<file path="config.mk">
export PLATFORM = sky130hd
export DESIGN_NAME = fireplace_sequencer
export DESIGN_NICKNAME = d
export VERILOG_FILES = /design/src/rtl/fireplace_sequencer.sv
export SDC_FILE = /design/constraint.sdc
export NUM_CORES = 1
export LEC_CHECK = 0
export CAP_MARGIN = 20
export CORE_ASPECT_RATIO = 0.8
export CORE_UTILIZATION = 51
export CTS_CLUSTER_DIAMETER = 150
export DETAILED_ROUTE_END_ITERATION = 7
export PLACE_DENSITY = 0.77
export SLEW_MARGIN = 20
export SYNTH_ARGS = -nofsm -noshare
export SYNTH_HDL_FRONTEND = slang
export SYNTH_SLANG_ARGS = --single-unit
</file>
<file path="constraint.sdc">
create_clock -name clk -period 2.6 [get_ports clk]
set_input_delay 0.26 -clock clk [delete_from_list [all_inputs] [get_ports clk]]
set_output_delay 0.26 -clock clk [all_outputs]
set_load 0.005 [all_outputs]
</file>
<file path="src/rtl/fireplace_sequencer.sv">
// Timed fireplace burner sequencer: ignition with retries, flame-proven heat with
// hysteresis, delayed fan, post-burn purge and a safety lockout.
module fireplace_sequencer #(
   parameter int HYST        = 1,
   parameter int IGN_TICKS   = 3,
   parameter int MAX_RETRY   = 3,
   parameter int FAN_TEMP    = 15,
   parameter int FAN_DELAY   = 2,
   parameter int PURGE_TICKS = 4
) (
   input  logic       clk,
   input  logic       reset,
   input  logic       tick,
   input  logic       power,
   input  logic [4:0] S,
   input  logic [4:0] T,
   input  logic       flame,
   output logic       igniter,
   output logic       fireplace,
   output logic       fan,
   output logic       fault,
   output logic [2:0] state
);

   localparam int CMAX = (IGN_TICKS > PURGE_TICKS) ? IGN_TICKS : PURGE_TICKS;
   localparam int CW   = $clog2(CMAX + 2);
   localparam int RW   = $clog2(MAX_RETRY + 2);
   localparam int FW   = $clog2(FAN_DELAY + 2);

   typedef enum logic [2:0] {
      IDLE    = 3'd0,
      IGNITE  = 3'd1,
      HEAT    = 3'd2,
      PURGE   = 3'd3,
      LOCKOUT = 3'd4
   } state_t;

   state_t          state_q, state_n;
   logic [CW-1:0]   cnt_q, cnt_n, cnt_inc;
   logic [RW-1:0]   retry_q, retry_n, retry_inc;
   logic [FW-1:0]   fan_cnt_q, fan_cnt_n;
   logic            fan_q, fan_n;
   logic            call_on, call_off;

   // Six-bit compare so T + HYST never wraps back below S.
   assign call_on   = power && (S < T);
   assign call_off  = !power || ({1'b0, S} >= (6'({1'b0, T}) + 6'(HYST)));
   assign cnt_inc   = cnt_q + 1'b1;
   assign retry_inc = retry_q + 1'b1;

   always_comb begin
      state_n   = state_q;
      cnt_n     = cnt_q;
      retry_n   = retry_q;
      fan_cnt_n = fan_cnt_q;
      case (state_q)
         IDLE: begin
            if (call_on) begin
               state_n = IGNITE;
               cnt_n   = '0;
               retry_n = '0;
            end
         end
         IGNITE: begin
            if (!power) begin
               state_n = PURGE;
               cnt_n   = '0;
            end else if (tick) begin
               if (cnt_inc == CW'(IGN_TICKS)) begin
                  cnt_n = '0;
                  if (flame) begin
                     state_n   = HEAT;
                     retry_n   = '0;
                     fan_cnt_n = '0;
                  end else if (retry_inc < RW'(MAX_RETRY)) begin
                     retry_n = retry_inc;
                  end else begin
                     state_n = LOCKOUT;
                  end
               end else begin
                  cnt_n = cnt_inc;
               end
            end
         end
         HEAT: begin
            if (call_off) begin
               state_n = PURGE;
               cnt_n   = '0;
            end else if (!flame) begin
               state_n = IGNITE;
               cnt_n   = '0;
               retry_n = '0;
            end else if (tick && fan_cnt_q != FW'(FAN_DELAY)) begin
               fan_cnt_n = fan_cnt_q + 1'b1;
            end
         end
         PURGE: begin
            if (tick) begin
               if (cnt_inc == CW'(PURGE_TICKS)) begin
                  state_n = IDLE;
                  cnt_n   = '0;
               end else begin
                  cnt_n = cnt_inc;
               end
            end
         end
         LOCKOUT: begin
            if (!power) begin
               state_n = IDLE;
               cnt_n   = '0;
            end
         end
         default: begin
            state_n = IDLE;
            cnt_n   = '0;
         end
      endcase
      // Fan is registered from the state/counter we are moving into.
      fan_n = (state_n == PURGE) ||
              (state_n == HEAT && fan_cnt_n == FW'(FAN_DELAY) && S > 5'(FAN_TEMP));
   end

   always_ff @(posedge clk) begin
      if (reset) begin
         state_q   <= IDLE;
         cnt_q     <= '0;
         retry_q   <= '0;
         fan_cnt_q <= '0;
         fan_q     <= 1'b0;
      end else begin
         state_q   <= state_n;
         cnt_q     <= cnt_n;
         retry_q   <= retry_n;
         fan_cnt_q <= fan_cnt_n;
         fan_q     <= fan_n;
      end
   end

   assign igniter   = (state_q == IGNITE);
   assign fireplace = (state_q == IGNITE) || (state_q == HEAT);
   assign fault     = (state_q == LOCKOUT);
   assign fan       = fan_q;
   assign state     = state_q;

endmodule

</file>
==> After elaboration in Yosys (flattened, before gate mapping) <==
Cells that the tools add are included.
{ "op_classes": {"magnitude_cmp": 4, "addsub": 4, "eq_ne": 21, "reduce_logical": 12, "muxes": 37} }
{ "ops": {"columns": ["cell", "n"], "rows": [
  ["$mux W3", 26],
  ["$pmux W3 S5", 2],
  ["$ne A2 B2 Y1 const B", 8],
  ["$eq A3 B2 Y1 const B", 5],
  ["$mux W2", 7],
  ["$pmux W3 S3", 1],
  ["$reduce_and A8 Y1", 1],
  ["$add A3 B1 Y3 const B", 2],
  ["$add A5 B1 Y6 const B", 1],
  ["$eq A3 B3 Y1 const B", 2],
  ["$ge A5 B6 Y1", 1],
  ["$ne A3 B3 Y1 const B", 2],
  ["$gt A5 B4 Y1 const B", 1],
  ["$lt A5 B5 Y1", 1],
  ["$reduce_and A5 Y1", 1],
  ["$logic_and A1 B1 Y1", 4],
  ["$pmux W2 S2", 1],
  ["$eq A3 B1 Y1 const B", 1],
  ["$logic_not A3 Y1", 1],
  ["$logic_or A1 B1 Y1", 3],
  ["$lt A3 B2 Y1 const B", 1],
  ["$ne A3 B2 Y1 const B", 1],
  ["$reduce_bool A3 Y1", 1],
  ["$add A2 B1 Y2 const B", 1],
  ["3 further kinds", 3]
]} }
{ "totals": {"regBits": 12, "wordCells": 83} }

==> Depth between registers and ports, before layout <==
{ "logic_depth": {"depth_word": 12, "ltp_mapped": 10} }

==> Worst setup path after synthesis <==
Ideal clock, no wire load.
{ "synth_path": {"kind": "input to register", "startpoint": "input T[0]", "endpoint": "register fan_q, in the netlist fan", "stages": 9, "setup_slack_ns": 0.417, "path_buffers": 0, "setup_ns": 0.124, "arrival_time_ns": 2.059, "path_cell_list": "ha_1 inv_1 ha_1 or3b_2 o2111ai_1 a211oi_4 or2_2 a211oi_2 a21boi_2"} }
{ "synth_via": {"elab_chain_len": 9, "word_cells_on_any_way": 16, "cone_classes": "add/sub: 1; order compare: 2; eq/ne: 3; mux: 5; reduce/logical: 5"} }
{ "synth_rtl": {"columns": ["item", "line_no", "source"], "rows": [
  ["start, declared", "16", "input logic [4:0] T,"],
  ["$add A5 B1 Y6", "47", "assign call_off = !power || ({1'b0, S} >= (6'({1'b0, T}) + 6'(HYST)));"],
  ["$ge A5 B6 Y1", "47", null],
  ["$logic_or A1 B1 Y1", "47", null],
  ["$mux W3 / $mux W2 (equally long branches)", "86", "if (call_off) begin"],
  ["$pmux W3 S5 / $pmux W2 S2 (equally long branches)", "56", "case (state_q)"],
  ["$eq A3 B2 Y1 / $eq A2 B2 Y1 (equally long branches)", "120", "(state_n == HEAT && fan_cnt_n == FW'(FAN_DELAY) && S > 5'(FAN_TEMP));"],
  ["$logic_and A1 B1 Y1 (2 in series)", "120", null],
  ["$logic_or A1 B1 Y1 *", "119", "fan_n = (state_n == PURGE) ||"],
  ["end signal, assigned", "135", "fan_q <= fan_n;"],
  ["end, declared", "42", "logic fan_q, fan_n;"]
]} }
Mark *: on every way between the ends. The rest lies on a longest branch, timed or not.
A chain may end at the register's enable or synchronous reset.

==> Worst setup path after layout <==
{ "layout_path": {"startpoint": "input T[2]", "endpoint": "register cnt_q[0]"} }
{ "layout_via": {"elab_chain_len": 5, "word_cells_on_any_way": 10, "cone_classes": "add/sub: 1; order compare: 2; eq/ne: 2; mux: 2; reduce/logical: 3"} }
{ "layout_rtl": {"columns": ["item", "line_no", "source"], "rows": [
  ["$add A5 B1 Y6", "47", null],
  ["$ge A5 B6 Y1", "47", null],
  ["$logic_or A1 B1 Y1", "47", null],
  ["$ne A3 B3 Y1 (no source line) / $mux W3 (equally long branches)", null, null],
  ["$reduce_and A5 Y1 (no source line) / $pmux W3 S5 (equally long branches)", null, null],
  ["end signal, assigned", "132", "cnt_q <= cnt_n;"],
  ["end, declared", "39", "logic [CW-1:0] cnt_q, cnt_n, cnt_inc;"]
]} }
Parallel ways exist; a longest one is shown, timed or not.

==> results.ini <==
[finish]
fill_cells=147
drive_gt1_share_pct=14.7
multi_input_area_um2=866
seqCellArea_um2=240
areaGrowthSynthToFinish_pct=30.0
fin_area_um2=1490
nNetsFinal=203
utilization_pct=74.4
diodes=0

[logic_synthesis]
synthMuxAreaShare_pct=3.50
yosysUniqueCellTypes=40
synth_warnings=0
synth_fp_nets=173
synthFlopType=dfxtp_1
syn-cell-area_um2=1140
avgSynthCellArea_um2=8.11
synth_top_family_by_area=simple AND/OR/NAND/NOR gates
synth.largest_area_cell=dfxtp_1
syn_inst=141
synthXorXnorAreaFrac_pct=3.06
synthTopCellsByArea=dfxtp_1, ha_1, a21oi_1
synth-compound-area-share_pct=20.9
synth_fa_ha_area_share_pct=18.6
synth-simple-area-share_pct=27.2
ys_seq_elements=12
async_reset_ff_share_pct=0
seq_area_frac_synth_pct=21.0
synth-edff-count=0
synth_top_area_share_pct=21.0

[power_and_ir_drop]
intPower_uw=406
comb_power_share_pct=41.6
ir_drop_v=0.000385
leakagePower_uw=0.000637
finalPower_uw=616
switching_share_pct=34.1
switchingPower_uw=210
seq_power_share_pct=33.0
power_density_nw_per_um2=414
clkPwrFrac_pct=25.3

[global_routing]
grt_most_used_layer=met2
first_global_vias=1039
grtUsageMet1_pct=39.0
globalRouteOverflowTotal=0
grt_pass1_wl_um=4600
antenna_found_initial=0
grt_usage_pct=26.8
grtUsageMet2_pct=39.8
grt_max_degree=11
met3_usage_pct=7.22

[clocking]
cts_tree=built
cts_buffer_depth=2
htreeDepth=1
clkTransAtPathRegs_ps=80
cts_buffers=3
root_buffer=clkbuf_4
clock_sinks=12
clock_latency_ps=280

[placed_design]
numPortBuffers=21
placed_area_um2=1420
hpwl_um=2220
place_congestion=0.985

[worst_setup_path]
reg2reg_depth=7
cp_top_family=buffers and inverters
worstPathRequired_ps=2760
cp.arrival_ps=2580
critPathMaxFanout=5
critPathMaxStageDelay_ps=570
end_kind=register
cp_slowest_cell=clkdlybuf4s50_1
r2r_slack_ps=510
critPathBufInv=2
start_kind=input port
r2r_start=retry_q[0]
crit_chain=clkdlybuf4s50_1 > nand3_1 > xnor2_1 > ha_1 > o2111ai_2 > a21o_1 > a311oi_2 > buf_4 > mux2i_1 > nor2_1
worst_r2r_endpoint=retry_q[0]
worst-setup-path-type=input port to register

[timing]
hold_viol=0
maxClockFrequency_ghz=0.412
slew_headroom_pct=74.0
min_period_ps=2430
rsz0062_at_grt=false
hold_slack_ps=478
setup_viol=0
worst_pin_slew_ps=388
finalCritPeriodShare_pct=93.3
slew_violations=0
skew_ps=13.1
finalSetupTns_ps=0

[routing]
first_pass_iters=4
ant_nets=0
routed_via_density=5.76
drtIter0Drc=32
wl_per_cell_um=14.3
wl_um=2770
drc_errors=0
vias=1117

[floorplan]
core.rowCount=14
fp.coreArea_um2=2000
fp.dieH_um=44.4
io_pins=22
dieWidth_um=54.9
die_area_um2=2440
start_util_pct=57.3

[worst_hold_path]
hp-class=register to register
hold_start=fan_cnt_q[0]
min_path_cells=2
hold_end=fan_cnt_q[0]

[run]
drv_cap=0

[run_status]
status=finished, final reports clean

per-layer routing:
| metal | share of wire (%) | vias up |
|---|---|---|
| met5 | 0 | - |
| met4 | 0 | 0 |
| met3 | 7.5 | 0 |
| met2 | 41 | 39 |
| met1 | 52 | 517 |
| li1 | - | 561 |
kinds of logic (layout without fill, tap and decap cells):
| logic type | after synthesis | in the layout |
|---|---|---|
| AO/OA/AOI/OAI | 32 | 32 |
| XOR/XNOR | 4 | 4 |
| adder cells (fa/ha/maj) | 17 | 17 |
| buffers and inverters | 17 | 46 |
| flip-flops | 12 | 12 |
| multiplexers | 4 | 4 |
| AND/OR/NAND/NOR | 55 | 55 |
worst min-delay path, stage by stage, from the launching register on:
cell     delay, ps
dfxtp_1        320
nand3_1         60
a21oi_1         60
synthesized netlist by cell type, drive strengths merged (3+ instances only):
| library cell | instances |
|---|---|
| nor3 | 6 |
| a21oi | 11 |
| o21ai | 6 |
| xnor2 | 3 |
| dfxtp | 12 |
| nand3 | 8 |
| nor2b | 3 |
| inv | 15 |
| a211oi | 3 |
| nand2 | 7 |
| nor2 | 11 |
| ha | 17 |
| nand2b | 8 |
| mux2i | 4 |
timing repair:
| action | 4_1_cts | 5_1_grt |
|---|---|---|
| setup endpoints to repair | 0 | 10 |
| resized for setup | 0 | 5 |
| hold buffers | 0 | 0 |
| buffers inserted | 0 | 0 |
| endpoints found under the hold margin | 0 | 0 |
cells in the final DEF (no fill, tap or decap), types with 2 or more instances in the layout:
cell              n
a211oi_4          2
nor3b_1           2
clkdlybuf4s50_1  20
buf_4             6
nor2_1           10
nand2_1           7
nand4_1           2
nand2b_1          7
o21ai_0           6
inv_1            14
a21oi_1          11
mux2i_1           4
nand3_1           8
xnor2_1           3
nor3_1            6
clkbuf_4          3
ha_1             17
dfxtp_1          12
and3_1            2
nor2b_1           3
registers in the layout, indices dropped and copies added (netlist names):
signal and flops:
retry_q 3, fan_cnt_q 2, fan 1, state 3
cnt_q 3
area by class of cell:
cell class	count	area share (%)
multi-input combinational	112	58.2
timing repair buffer	27	17.3
sequential	12	16.2
inverter	15	3.79
clock buffer	4	2.44
tap	24	2.02
power by group through the flow:
stage,clock network [uW],registers (uW),logic [uW]
2_1_floorplan,0,205,144
3_3_place_gp,0,207,239
3_5_place_dp,0,208,243
4_1_cts,159,203,245
5_1_grt,167,205,282
6_report,156,204,257
worst max path at each step:
stage	from	end	slack, ps	depth (start not counted)
floorplan	T[0]	fan	420	9
global placement	T[0]	cnt_q[1]	-180	11
global route	T[1]	cnt_q[0]	30	11
CTS	T[0]	retry_q[0]	10	11
finish	T[2]	cnt_q[0]	170	10
detailed placement	T[0]	fan	-300	11
metrics by stage:
stage	worst slack (ps)	cells
2_1_floorplan	417	141
3_3_place_gp	-181	190
3_5_place_dp	-303	190
4_1_cts	10.3	194
5_1_grt	27.1	194
6_report	174	194
Note: power is estimated with default switching activity, not from simulation.
